**src/rtl/xgmii_pkg.sv**
```systemverilog
package xgmii_pkg;

  localparam logic [7:0] XGMII_START = 8'hFB;
  localparam logic [7:0] XGMII_TERM  = 8'hFD;
  localparam logic [7:0] XGMII_IDLE  = 8'h07;
  localparam logic [7:0] XGMII_ERROR = 8'hFE;
  localparam logic [7:0] PREAMBLE    = 8'h55;
  localparam logic [7:0] SFD         = 8'hD5;

  localparam logic [15:0] ETH_IPV4 = 16'h0800;
  localparam logic [7:0]  IP_UDP   = 8'h11;

  typedef enum logic {
    IDLE,
    DATA
  } rx_state_e;

  function automatic logic [15:0] sat_add16(input logic [15:0] a, input logic [15:0] b);
    logic [16:0] s;
    s = {1'b0, a} + {1'b0, b};
    return s[16] ? 16'hFFFF : s[15:0];
  endfunction

endpackage

```
**src/rtl/xgmii_lane_decode.sv**
```systemverilog
module xgmii_lane_decode
  import xgmii_pkg::*;
(
  input  logic [63:0] xgmii_rxd,
  input  logic [7:0]  xgmii_rxc,
  output logic        any_ctl,
  output logic [2:0]  first_ctl_lane,
  output logic        term_hit,
  output logic        start_hit,
  output logic        start_ok
);

  logic       found;
  logic [7:0] first_ctl_char;

  always_comb begin
    any_ctl        = |xgmii_rxc;
    found          = 1'b0;
    first_ctl_lane = '0;
    first_ctl_char = '0;
    for (int unsigned i = 0; i < 8; i++) begin
      if (xgmii_rxc[i] && !found) begin
        found          = 1'b1;
        first_ctl_lane = 3'(i);
        first_ctl_char = xgmii_rxd[8*i +: 8];
      end
    end
    term_hit  = found && (first_ctl_char == XGMII_TERM);
    start_hit = xgmii_rxc[0] && (xgmii_rxd[7:0] == XGMII_START);
    start_ok  = (xgmii_rxc == 8'h01) &&
                (xgmii_rxd == {SFD, {6{PREAMBLE}}, XGMII_START});
  end

endmodule

```
**config.mk**
```make
export PLATFORM = sky130hd
export DESIGN_NAME = xgmii_lane_decode
export DESIGN_NICKNAME = d
export VERILOG_FILES = /design/src/rtl/xgmii_pkg.sv /design/src/rtl/xgmii_lane_decode.sv
export SDC_FILE = /design/constraint.sdc
export NUM_CORES = 1
export LEC_CHECK = 0
export CORE_MARGIN = 4
export CORE_UTILIZATION = 30
export DETAILED_ROUTE_END_ITERATION = 10
export GPL_TIMING_DRIVEN = 0
export PLACE_DENSITY_LB_ADDON = 0.2
export SKIP_LAST_GASP = 1
export SLEW_MARGIN = 5
export SYNTH_ARGS = -nofsm -noshare
export SYNTH_HDL_FRONTEND = slang
export SYNTH_SLANG_ARGS = --single-unit
```
**constraint.sdc**
```tcl
create_clock -name vclk -period 3.7
set_clock_uncertainty 0.15 [all_clocks]
set_input_delay 0.37 -clock vclk [all_inputs]
set_output_delay 0.37 -clock vclk [all_outputs]
set_load 0.01 [all_outputs]
```
Yosys cells after proc, flatten, opt, wreduce, memory -nomap -nowiden
Cells that the tools add are included.
Storage, ports and cells
  flip-flop bits (word level): 0
Operators by class
  equality and inequality tests: 4
  muxes and demuxes: 23
  reductions and logical operators: 18
Operator list (count)
  $eq A64 B64 Y1 const B: 1
  $mux W8: 8
  $mux W3: 6
  $eq A8 B8 Y1 const B: 2
  $logic_and A1 B1 Y1: 10
  $mux W1: 9
  $eq A8 B1 Y1 const B: 1
  $reduce_or A8 Y1: 1
  $logic_not A1 Y1: 7

Depth between registers and ports, before layout
  depth in word-level cells: 24
  gate-level depth with buffers: 6

Worst setup path before layout
Ideal clock, no wire load.
  kind: input to output
  start: input port xgmii_rxc[1]
  end: output port term_hit
  data arrival time: 1.596 ns
  setup slack: 1.584 ns
  stages on the path: 6
  cells stage by stage: buf_2 or4_4 a211oi_2 a211oi_1 o2111ai_1 a21oi_1
Between the ends
  longest elaborated chain between the ends: 22
RTL lines
  start, declared: line xgmii_lane_decode.sv:5  | input logic [7:0] xgmii_rxc,
  $logic_and A1 B1 Y1 *: line xgmii_lane_decode.sv:22  | if (xgmii_rxc[i] && !found) begin
  $mux W1: line xgmii_lane_decode.sv:22
  $logic_not A1 Y1: line xgmii_lane_decode.sv:22
  $logic_and A1 B1 Y1: line xgmii_lane_decode.sv:22
  $mux W1: line xgmii_lane_decode.sv:22
  $logic_not A1 Y1: line xgmii_lane_decode.sv:22
  $logic_and A1 B1 Y1: line xgmii_lane_decode.sv:22
  $mux W1: line xgmii_lane_decode.sv:22
  [6 not listed]
  $logic_not A1 Y1: line xgmii_lane_decode.sv:22
  $logic_and A1 B1 Y1: line xgmii_lane_decode.sv:22
  $mux W1: line xgmii_lane_decode.sv:22
  $logic_not A1 Y1: line xgmii_lane_decode.sv:22
  $logic_and A1 B1 Y1: line xgmii_lane_decode.sv:22
  $mux W8: line xgmii_lane_decode.sv:22
  $eq A8 B8 Y1: line xgmii_lane_decode.sv:28  | term_hit = found && (first_ctl_char == XGMII_TERM);
  $logic_and A1 B1 Y1 *: line xgmii_lane_decode.sv:28
  end, declared: line xgmii_lane_decode.sv:8  | output logic term_hit,
Mark *: on every way between the ends. The rest lies on a longest branch, timed or not.

Worst setup path in the final report
  start: input port xgmii_rxc[2]
  end: output port term_hit
Between the ends
  longest elaborated chain between the ends: 19
RTL lines (line)
  $logic_and A1 B1 Y1 *: xgmii_lane_decode.sv:22
  $mux W1: xgmii_lane_decode.sv:22
  $logic_not A1 Y1: xgmii_lane_decode.sv:22
  $logic_and A1 B1 Y1: xgmii_lane_decode.sv:22
  $mux W1: xgmii_lane_decode.sv:22
  $logic_not A1 Y1: xgmii_lane_decode.sv:22
  $logic_and A1 B1 Y1: xgmii_lane_decode.sv:22
  $mux W1: xgmii_lane_decode.sv:22
  [3 not listed]
  $logic_not A1 Y1: xgmii_lane_decode.sv:22
  $logic_and A1 B1 Y1: xgmii_lane_decode.sv:22
  $mux W1: xgmii_lane_decode.sv:22
  $logic_not A1 Y1: xgmii_lane_decode.sv:22
  $logic_and A1 B1 Y1: xgmii_lane_decode.sv:22
  $mux W8: xgmii_lane_decode.sv:22
  $eq A8 B8 Y1: xgmii_lane_decode.sv:28
  $logic_and A1 B1 Y1 *: xgmii_lane_decode.sv:28
Marked as above.

==> out/metrics.csv <==
stage,metric,value,unit
outcome,status,finished clean,
sta,Final WS setup,508,ps
sta,fin crit share,0.863,
logic_synthesis,main combinational cell family by area after synthesis,simple AND/OR/NAND/NOR gates,
global_routing,Total Routing Usage GR,0.219,
layout,FILL cells,172,
power,Lkg Pwr,0.511,nW
logic_synthesis,Compound-Gate Fraction of Synth Area,0.357,
drt,First-pass DRT Iterations,4,
layout,"most common cell after layout, fill and taps aside",clkdlybuf4s50_1,
layout,seq_cells,0,
place,Routability Congestion,0.913,
layout,share of cells above drive strength 1,0.0468,
layout,# diodes,0,
sta,min Tclk post-route,3190,ps
logic_synthesis,fraction of synthesized cell area in xor and xnor cells,0,
clocking,Post-CTS Setup Inserts,0,
logic_synthesis,sequential area share after synthesis,0,
drt,final wirelength,3.41,mm
sta,final hold violations,0,
drt,DRT iter0 DRCs,66,
global_routing,pin count of the biggest net entering global routing,11,
place,post-place setup slack,549,ps
layout,Nets,245,
global_routing,vias in the first global route,1179,
worst_setup_path,Startpoint Class,input port,
floorplanning,num ports,79,
worst_hold_path,Hold Path Class,input port to output port,
logic_synthesis,Mapped Nets,167,
place,DPL Wire Length,2.93,mm
clocking,Resized cells post-CTS,0,
floorplanning,starting density of the core,0.327,
logic_synthesis,Mapped Cells,95,
layout,most frequent cells in the layout,"clkdlybuf4s50_1, nand4_1, nor2_1, nor4_1",
logic_synthesis,multiplexer area fraction after synthesis,0,
logic_synthesis,adder-cell share of the synthesized area,0,
worst_setup_path,type of the worst setup path,input port to output port,
logic_synthesis,Area contributors post-synth,"nand4_1, a21boi_0, nor4_1",
sta,relative slew slack,0.562,
worst_setup_path,required time of the worst setup path,3180,ps
drt,Residual DRC,0,
floorplanning,Die ar.,0.00302,mm²
sta,setup repair after global routing missed its margin,false,
sta,Tightest Pin Transition,652,ps
layout,FF+latch area,0,µm²
power,Sw Share,0.346,
power,worst vdd ir,0.0649,mV
layout,clk_buf instances,0,
logic_synthesis,Synth top area share,0.0851,
floorplanning,die width,55.0,µm
worst_setup_path,CP arrival,2670,ps
logic_synthesis,"Avg Cell Area, Syn",6.97,µm²
power,Comb pwr share,1.000,
power,Internal,0.0890,mW
flow_run,max-cap check violation count,0,
clocking,"Hold-fix buffers, CTS",0,
sta,Setup Viol. Count Final,0,
drt,DRT antenna net count,0,
sta,Slew Limit Fails,0,
drt,drt wl/cell,17.2,µm
floorplanning,Rows,16,
floorplanning,core area,0.00202,mm²
drt,Via Count,1151,
power,sw power,0.0472,mW
power,clock power share,0,
global_routing,initial antenna violation count,0,
logic_synthesis,post-synth top area cell,nand4_1,
sta,Max Clock Freq,313,MHz
logic_synthesis,Yosys cell types,40,
global_routing,GRT Residual Overflow,0,
worst_setup_path,Critical Path Sink Type,output port,
floorplanning,height of the chip,55.0,µm
layout,Area Growth Syn to Fin,120,%
logic_synthesis,Synth Warn #,0,
power,register share of total power,0,
logic_synthesis,Mapped Area,662,µm²
logic_synthesis,Synth Area in Simple Gates,0.592,
drt,number of vias per cell,5.81,
place,port buffer count,76,
worst_setup_path,maximum fanout along the worst path,6,
sta,Setup TNS,0,ps
global_routing,global-route wire length before repair,4.96,mm
power,power per cell area,93.5,mW/mm²
-- worst max-delay path, stage by stage --
cell and delay, ps:
clkdlybuf4s50_1 480, nor4_2 650, nand4_1 170, o31ai_1 120, o2111ai_1 170, a21oi_1 170
clkdlybuf4s50_1 550
-- power by group through the flow --
stage | clock, mW | combinational [mW] | sequential (mW)
final | 0 | 0.136 | 0
after global routing | 0 | 0.146 | 0
after CTS | 0 | 0.136 | 0
after detailed placement | 0 | 0.135 | 0
after global placement | 0 | 0.133 | 0
after floorplan | 0 | 0.0398 | 0
-- final cells by class --
type | instances | area [µm²] | share of cell area
timing repair buffer | 76 | 761 | 0.522
multi-input combinational | 89 | 628 | 0.431
tap | 27 | 33.8 | 0.0232
buffer | 5 | 30.0 | 0.0206
inverter | 1 | 3.75 | 0.00258
-- synth_stat cells, types with 2 or more instances --
cell,count
nand4_1,9
nor2_1,7
nor4_1,6
a21boi_0,5
nand3_1,5
nor2b_1,5
nand4b_1,4
a211oi_1,3
a311oi_1,3
and4b_1,3
buf_2,3
nand2_1,3
o211a_1,3
o31ai_1,3
a21oi_1,2
a2bb2oi_1,2
a31oi_1,2
nand2b_1,2
nor3_1,2
nor4b_1,2
o21bai_1,2
-- logic make-up after synthesis --
kind of cell | Yosys count
simple gates | 59
compound gates | 30
buf+inv | 6
-- metal layers --
metal	share of wire	vias up	track usage	routed length, µm
li1	-	563	-	-
met1	0.38	506	0.268	1300
met2	0.49	77	0.423	1660
met3	0.12	5	0.0188	424
met4	0.0085	0	0.0202	29
met5	0	-	0	0
-- metrics by stage --
stage | instance area, µm² | util | hold slack [ps] | power, mW | std cells
finish | 1460 | 0.720 | 1340 | 0.136 | 198
detailed placement | 1460 | 0.720 | 1330 | 0.135 | 198
global route | 1460 | 0.720 | 1380 | 0.146 | 198
CTS | 1460 | 0.720 | 1340 | 0.136 | 198
floorplan | 662 | - | 699 | 0.0398 | 95
global placement | 1460 | 0.720 | 1330 | 0.133 | 198
-- worst paths after layout --
kind / start / endpoint / slack (ps) / depth (start not counted)
min: xgmii_rxc[3] / first_ctl_lane[1] / 1340 / 4
max: xgmii_rxc[2] / term_hit / 510 / 7
No activity file was read; power rests on OpenSTA's default activity.
